## src/rtl/ristretto_prefetch_queue_if.sv

```systemverilog
// rtl/ristretto_prefetch_queue_if.sv - fetch-unit and IF-stage handshake bundle
interface ristretto_prefetch_queue_if #(
  parameter int DataWidth = 32,
  parameter int AddrWidth = 32
) ();
  logic                 fu_req_o;
  logic [AddrWidth-1:0] fu_addr_o;
  logic                 fu_gnt_i;
  logic                 fu_rvalid_i;
  logic [DataWidth-1:0] fu_rdata_i;
  logic                 fu_err_i;
  logic                 if_valid_o;
  logic                 if_ready_i;
  logic [DataWidth-1:0] if_instr_o;
  logic [AddrWidth-1:0] if_pc_o;
  logic                 if_err_o;

  // Prefetch queue side: drives requests toward the FU and entries toward IF.
  modport master (
    output fu_req_o, fu_addr_o, if_valid_o, if_instr_o, if_pc_o, if_err_o,
    input  fu_gnt_i, fu_rvalid_i, fu_rdata_i, fu_err_i, if_ready_i
  );

  // Environment side: the FU and the IF stage.
  modport slave (
    input  fu_req_o, fu_addr_o, if_valid_o, if_instr_o, if_pc_o, if_err_o,
    output fu_gnt_i, fu_rvalid_i, fu_rdata_i, fu_err_i, if_ready_i
  );
endinterface

```

## src/rtl/ristretto_prefetch_queue.sv

```systemverilog
// rtl/ristretto_prefetch_queue.sv - multi-outstanding instruction prefetch queue
module ristretto_prefetch_queue #(
  parameter int                   DataWidth      = 32,
  parameter int                   AddrWidth      = 32,
  parameter int                   Depth          = 8,
  parameter int                   MaxOutstanding = 2,
  parameter logic [AddrWidth-1:0] BootAddr       = '0
) (
  input  logic                   clk_i,
  input  logic                   rst_i,
  input  logic                   flush_i,
  input  logic [AddrWidth-1:0]   flush_pc_i,
  ristretto_prefetch_queue_if.master bus,
  output logic [$clog2(Depth):0] occupancy_o,
  output logic                   empty_o,
  output logic                   full_o
);
  localparam int PW = $clog2(Depth);
  localparam int CW = PW + 1;
  localparam int OW = $clog2(MaxOutstanding + 1);
  localparam int SW = CW + 1;
  localparam logic [OW-1:0]        MaxOut = OW'(MaxOutstanding);
  localparam logic [SW-1:0]        DepthS = SW'(Depth);
  localparam logic [CW-1:0]        DepthC = CW'(Depth);
  localparam logic [AddrWidth-1:0] PcStep = AddrWidth'(4);

  logic [AddrWidth-1:0] fetch_pc_q, fetch_pc_d;
  logic [AddrWidth-1:0] resp_pc_q, resp_pc_d;
  logic [PW-1:0]        head_q, head_d;
  logic [PW-1:0]        tail_q, tail_d;
  logic [CW-1:0]        count_q, count_d;
  logic [OW-1:0]        outstanding_q, outstanding_d;
  logic [OW-1:0]        discard_q, discard_d;
  logic                 halt_q, halt_d;
  logic                 empty_q, empty_d;
  logic                 full_q, full_d;
  logic [DataWidth-1:0] data_q [Depth];
  logic [DataWidth-1:0] data_d [Depth];
  logic [AddrWidth-1:0] pc_q [Depth];
  logic [AddrWidth-1:0] pc_d [Depth];
  logic [Depth-1:0]     err_q, err_d;

  logic          empty;
  logic [SW-1:0] reserved;
  logic          issue;
  logic          grant;
  logic          keep;
  logic          pop;

  // Handshake decode: space is reserved at issue so a kept response always fits.
  always_comb begin
    empty    = (count_q == '0);
    reserved = SW'(count_q) + SW'(outstanding_q);
    issue    = ~rst_i & ~flush_i & ~halt_q & (outstanding_q < MaxOut) & (reserved < DepthS);
    grant    = issue & bus.fu_gnt_i;
    keep     = bus.fu_rvalid_i & (discard_q == '0) & ~flush_i;
    pop      = ~rst_i & ~empty & ~flush_i & bus.if_ready_i;
  end

  // Next-state: flush overrides push, pop and grant; stale responses are counted off.
  always_comb begin
    fetch_pc_d    = fetch_pc_q;
    resp_pc_d     = resp_pc_q;
    head_d        = head_q;
    tail_d        = tail_q;
    count_d       = count_q;
    outstanding_d = outstanding_q;
    discard_d     = discard_q;
    halt_d        = halt_q;
    data_d        = data_q;
    pc_d          = pc_q;
    err_d         = err_q;
    if (flush_i) begin
      count_d       = '0;
      head_d        = tail_q;
      halt_d        = 1'b0;
      fetch_pc_d    = flush_pc_i;
      resp_pc_d     = flush_pc_i;
      outstanding_d = outstanding_q - OW'(bus.fu_rvalid_i);
      discard_d     = outstanding_q - OW'(bus.fu_rvalid_i);
    end else begin
      if (grant) begin
        fetch_pc_d = fetch_pc_q + PcStep;
      end
      outstanding_d = outstanding_q + OW'(grant) - OW'(bus.fu_rvalid_i);
      if (bus.fu_rvalid_i && (discard_q != '0)) begin
        discard_d = discard_q - OW'(1);
      end
      if (keep) begin
        data_d[head_q] = bus.fu_rdata_i;
        pc_d[head_q]   = resp_pc_q;
        err_d[head_q]  = bus.fu_err_i;
        head_d         = head_q + PW'(1);
        resp_pc_d      = resp_pc_q + PcStep;
        if (bus.fu_err_i) begin
          halt_d = 1'b1;
        end
      end
      if (pop) begin
        tail_d = tail_q + PW'(1);
      end
      count_d = count_q + CW'(keep) - CW'(pop);
    end
    empty_d = (count_d == '0);
    full_d  = (count_d == DepthC);
  end

  // State registers with synchronous reset; entries cleared so reset outputs read zero.
  always_ff @(posedge clk_i) begin
    if (rst_i) begin
      fetch_pc_q    <= BootAddr;
      resp_pc_q     <= BootAddr;
      head_q        <= '0;
      tail_q        <= '0;
      count_q       <= '0;
      outstanding_q <= '0;
      discard_q     <= '0;
      halt_q        <= 1'b0;
      empty_q       <= 1'b1;
      full_q        <= 1'b0;
      err_q         <= '0;
      for (int i = 0; i < Depth; i++) begin
        data_q[i] <= '0;
        pc_q[i]   <= '0;
      end
    end else begin
      fetch_pc_q    <= fetch_pc_d;
      resp_pc_q     <= resp_pc_d;
      head_q        <= head_d;
      tail_q        <= tail_d;
      count_q       <= count_d;
      outstanding_q <= outstanding_d;
      discard_q     <= discard_d;
      halt_q        <= halt_d;
      empty_q       <= empty_d;
      full_q        <= full_d;
      err_q         <= err_d;
      data_q        <= data_d;
      pc_q          <= pc_d;
    end
  end

  assign bus.fu_req_o   = issue;
  assign bus.fu_addr_o  = rst_i ? BootAddr : fetch_pc_q;
  assign bus.if_valid_o = ~rst_i & ~empty & ~flush_i;
  assign bus.if_instr_o = rst_i ? '0 : data_q[tail_q];
  assign bus.if_pc_o    = rst_i ? '0 : pc_q[tail_q];
  assign bus.if_err_o   = rst_i ? 1'b0 : err_q[tail_q];
  assign occupancy_o    = count_q;
  assign empty_o        = empty_q;
  assign full_o         = full_q;
endmodule

```

## src/flat_wrapper.sv

```systemverilog
// flat-port wrapper written by rule: the top's interface ports become plain ports
module ristretto_prefetch_queue_flat 
#(
  parameter int                   DataWidth      = 32,
  parameter int                   AddrWidth      = 32,
  parameter int                   Depth          = 8,
  parameter int                   MaxOutstanding = 2,
  parameter logic [AddrWidth-1:0] BootAddr       = '0
)
  (clk_i, rst_i, flush_i, flush_pc_i, occupancy_o, empty_o, full_o, bus_fu_req_o, bus_fu_addr_o, bus_if_valid_o, bus_if_instr_o, bus_if_pc_o, bus_if_err_o, bus_fu_gnt_i, bus_fu_rvalid_i, bus_fu_rdata_i, bus_fu_err_i, bus_if_ready_i);
  ristretto_prefetch_queue_if #(.DataWidth(DataWidth), .AddrWidth(AddrWidth)) bus_i ();
  input  logic clk_i;
  input  logic rst_i;
  input  logic flush_i;
  input  logic [AddrWidth-1:0] flush_pc_i;
  output logic [$clog2(Depth):0] occupancy_o;
  output logic empty_o;
  output logic full_o;
  output wire logic [$bits(bus_i.fu_req_o)-1:0] bus_fu_req_o;
  output wire logic [$bits(bus_i.fu_addr_o)-1:0] bus_fu_addr_o;
  output wire logic [$bits(bus_i.if_valid_o)-1:0] bus_if_valid_o;
  output wire logic [$bits(bus_i.if_instr_o)-1:0] bus_if_instr_o;
  output wire logic [$bits(bus_i.if_pc_o)-1:0] bus_if_pc_o;
  output wire logic [$bits(bus_i.if_err_o)-1:0] bus_if_err_o;
  input wire logic [$bits(bus_i.fu_gnt_i)-1:0] bus_fu_gnt_i;
  input wire logic [$bits(bus_i.fu_rvalid_i)-1:0] bus_fu_rvalid_i;
  input wire logic [$bits(bus_i.fu_rdata_i)-1:0] bus_fu_rdata_i;
  input wire logic [$bits(bus_i.fu_err_i)-1:0] bus_fu_err_i;
  input wire logic [$bits(bus_i.if_ready_i)-1:0] bus_if_ready_i;
  assign bus_fu_req_o = bus_i.fu_req_o;
  assign bus_fu_addr_o = bus_i.fu_addr_o;
  assign bus_if_valid_o = bus_i.if_valid_o;
  assign bus_if_instr_o = bus_i.if_instr_o;
  assign bus_if_pc_o = bus_i.if_pc_o;
  assign bus_if_err_o = bus_i.if_err_o;
  assign bus_i.fu_gnt_i = bus_fu_gnt_i;
  assign bus_i.fu_rvalid_i = bus_fu_rvalid_i;
  assign bus_i.fu_rdata_i = bus_fu_rdata_i;
  assign bus_i.fu_err_i = bus_fu_err_i;
  assign bus_i.if_ready_i = bus_if_ready_i;
  ristretto_prefetch_queue #(.DataWidth(DataWidth), .AddrWidth(AddrWidth), .Depth(Depth), .MaxOutstanding(MaxOutstanding), .BootAddr(BootAddr)) u_core (.clk_i(clk_i), .rst_i(rst_i), .flush_i(flush_i), .flush_pc_i(flush_pc_i), .bus(bus_i), .occupancy_o(occupancy_o), .empty_o(empty_o), .full_o(full_o));
endmodule
```

## config.mk

```make
export PLATFORM = sky130hd
export DESIGN_NAME = ristretto_prefetch_queue_flat
export DESIGN_NICKNAME = d
export VERILOG_FILES = /design/src/rtl/ristretto_prefetch_queue_if.sv /design/src/rtl/ristretto_prefetch_queue.sv /design/src/flat_wrapper.sv
export SDC_FILE = /design/constraint.sdc
export NUM_CORES = 2
export LEC_CHECK = 0
export CAP_MARGIN = 20
export CORE_MARGIN = 2
export CORE_UTILIZATION = 62
export CTS_CLUSTER_SIZE = 30
export DETAILED_ROUTE_END_ITERATION = 10
export DONT_BUFFER_PORTS = 1
export PLACE_DENSITY_LB_ADDON = 0.1
export SETUP_SLACK_MARGIN = 0.15
export SLEW_MARGIN = 20
export SYNTH_ARGS = -nofsm -noshare
export SYNTH_HDL_FRONTEND = slang
export SYNTH_SLANG_ARGS = --single-unit
```

## constraint.sdc

```tcl
create_clock -name clk_i -period 3.75 [get_ports clk_i]
set_input_delay 0.375 -clock clk_i [delete_from_list [all_inputs] [get_ports clk_i]]
set_output_delay 0.375 -clock clk_i [all_outputs]
set_load 0.03 [all_outputs]
```

==> results.ini <==
[cts]
cts_sinks=601
cts_buffers=60
cts_tree=built
cts-root-buf=clkbuf_16
h-tree-depth=2
clk_latency_ps=620
path_clk_slew_ps=60
clockBufferDepth=3

[yosys]
synth.area.top_cells=dfxtp_1 45%, nand2_1 16%, mux4_2 11%
synth_top_area_share_pct=45.38
synth_edf_count=0
synth_cell_type_count=50
synth_top_cell_by_area=dfxtp_1
synth_seq_cells=601
netlist_area_um2=26520
async_flop_share_pct=0
synth_area_per_cell_um2=8.271
syn_nets=3292
yosysSeqAreaShare_pct=45.38
yosys_warnings=0
synth_ff_type=dfxtp_1
syn_inst=3206

[sta]
fin_crit_sh_pct=93.23
fin_hold_ws_ps=36.37
fin_crit_ps=3496
max_freq_ghz=0.2860
setup_tns_ps=0
worst_pin_slew_ps=1353
setup-violations-final=0
final-hold-violation-count=0
slew_violations=0
rsz0062_at_grt=no
worst_clock_skew_ps=15.91
relSlewSlack_pct=9.788

[power]
switching_share_pct=22.93
seq_power_share_pct=48.7
power.internal_uw=10480
leakage_uw=0.01181
irDropWorstVdd_mv=0.3785
clockPowerShare_pct=46.3
net-switching-power_uw=3118
comb_power_share_pct=5.1
power_per_cell_area_nw_per_um2=413.7

[worst_setup_path]
critPathSlowestCell=dlygate4sd3_1
max_stage_delay_ps=640
crit_required_ps=4260
crit_arrival_ps=4010
path_class=reg2reg
crit_top_cell=nand2_1
cp-start-kind=flip-flop
worstPathCellList=inv_1, ha_1, nand2_1, or3_1, or3_2, buf_4, nand2_1, a21oi_1, dlygate4sd3_1
endpoint_kind=flip-flop
crit_fanout=65

[layout]
syn_to_final_growth_pct=23.99
final_common_cell=nand2_1
post-route-cell-area_um2=32880
layout-drive-gt1-share_pct=8.602
layout_common_cells=1110 x nand2_1, 597 x dfxtp_1, 550 x a21oi_1, 431 x dlygate4sd3_1, 130 x mux4_2
utilization_pct=78.20
nNetsFinal=3516

[die]
start_util_pct=63.07
die_w_um=210.8
core_area_um2=42040
rows=75
io_pins=176
die_area_um2=44440
die_height_um=210.8

[route]
post_drt_wl_per_cell_um=20.64
ant_nets=0
drc=0
via_per_inst=6.134
routed_wl_um=82880
drtIter0Drc=2797
vias=24633
dr.pass1.iters=6

[global_routing]
grt_use_met3_pct=6.319
grt_overflow=0
grt_max_degree=484
grt_pass1_vias=24809
use_met1_pct=45.08
grt_pass1_wl_um=130100
grt.busiest_layer=met2
grt_util_met2_pct=63.28
antenna_found_initial=3
grtUsageTotal_pct=36.84

[place]
dpl-instance-area_um2=26400
portBuffers=0
dp_hpwl_um=40890
place.gp.congestion=0.9135

[job]
max_cap_viol_count=0

[outcome]
outcome=complete, no violations

[worst_hold_path]
hold_path.class=in2reg

-- state kept, by name (all words and copies together), names as in the netlist --
signal                cells
u_core.discard_q          2
u_core.tail_q             3
u_core.outstanding_q      2
u_core.full_o             1
u_core.resp_pc_q         32
u_core.empty_o            1
u_core.fetch_pc_q        32
u_core.data_q           256
u_core.pc_q             256
u_core.halt_q             1
u_core.head_q             3
u_core.err_q              8
u_core.occupancy_o        4
-- what timing repair did --
action / CTS / global route
endpoints found under the setup margin: 0 / 101
gates resized for setup: 0 / 3
endpoints found under the hold margin: 592 / 0
buffers inserted: 0 / 2
hold buffers: 433 / 0
-- per-layer routing --
layer	wire (µm)	share of wire, %	vias up
met5	7	0.0084	-
met4	3522	4.2	2
met3	7381	8.9	293
met2	40720	49	1267
met1	31260	38	11893
li1	-	-	11178
-- cell type report --
cell class	count	area, µm²
multi-input combinational	2267	13140
sequential	601	12040
fill	2791	9164
timing repair buffer	478	4837
clock buffer	92	1896
tap	539	674.4
clock inverter	16	197.7
inverter	22	82.58
antenna	1	2.502
-- cells by family (layout without fill, tap and decap cells) --
logic type	count (synthesis)	after routing	synth area share, %
AOI/OAI and AO/OA	630	630	12.56
other	0	1	0
buffers and inverters	338	608	5.309
adders and majority gates	15	15	0.7361
and+or+nand+nor	1380	1380	20.92
muxes	204	204	13.84
xor gates and xnor gates	38	38	1.255
DFF	601	601	45.38
-- worst max-delay path, delay by kind of cell, from the launching register on --
kind                       cells  cell delay, ps
buffers and inverters          3            1190
DFF                            1             290
AOI/OAI and AO/OA              1             100
adders and majority gates      1             300
and+or+nand+nor                4            1470
-- synthesized netlist by cell type (3+ instances only) --
cell type	count
clkbuf_1	229
a21oi_1	550
o21a_1	3
inv_1	21
a211oi_1	10
nor2_1	120
o21ai_0	14
mux2i_1	72
and3_1	10
nand2_1	1110
buf_2	3
a21boi_0	10
nand4_1	16
nor3b_1	8
xor2_1	19
nor4_1	6
nor2b_1	27
ha_1	14
nand3b_1	3
o211ai_1	14
nor3_1	19
and2_1	6
dfxtp_1	601
nand3_1	25
o311ai_0	6
and4_1	8
buf_1	50
a31oi_1	10
or3_1	11
xnor2_1	19
or4_1	4
buf_4	32
mux4_2	130
-- per-stage QoR --
| stage | setup slack (ps) | total power [µW] | instances |
|---|---|---|---|
| CTS | 196.6 | 13600 | 4013 |
| floorplan | 676.1 | 7224 | 3206 |
| finish | 253.9 | 13600 | 4016 |
| global placement | 688.9 | 7199 | 3472 |
| detailed placement | 661.3 | 7217 | 3472 |
| global route | 141.7 | 13950 | 4016 |
-- path summary, 6_finish.rpt --
path | startpoint | endpoint | slack (ps) | cells past startpoint
max | u_core.discard_q[0]$_SDFFE_PP0P_ | u_core.data_q[236]$_SDFFE_PP0P_ | 250 | 9
min | flush_pc_i[26] | u_core.resp_pc_q[26]$_SDFFE_PP0N_ | 40 | 2
min reg2reg | u_core.pc_q[155]$_SDFFE_PP0P_ | u_core.pc_q[155]$_SDFFE_PP0P_ | 450 | 2
max reg2reg | u_core.discard_q[0]$_SDFFE_PP0P_ | u_core.data_q[236]$_SDFFE_PP0P_ | 250 | 9
-- power by group through the flow --
stage,Clock [µW],Sequential (µW),Combinational [µW]
floorplan,0,6660,568
global placement,0,6750,453
CTS,6320,6610,669
detailed placement,0,6750,466
finish,6290,6620,688
global route,6590,6620,736
Note: power is estimated with default switching activity, not from simulation.
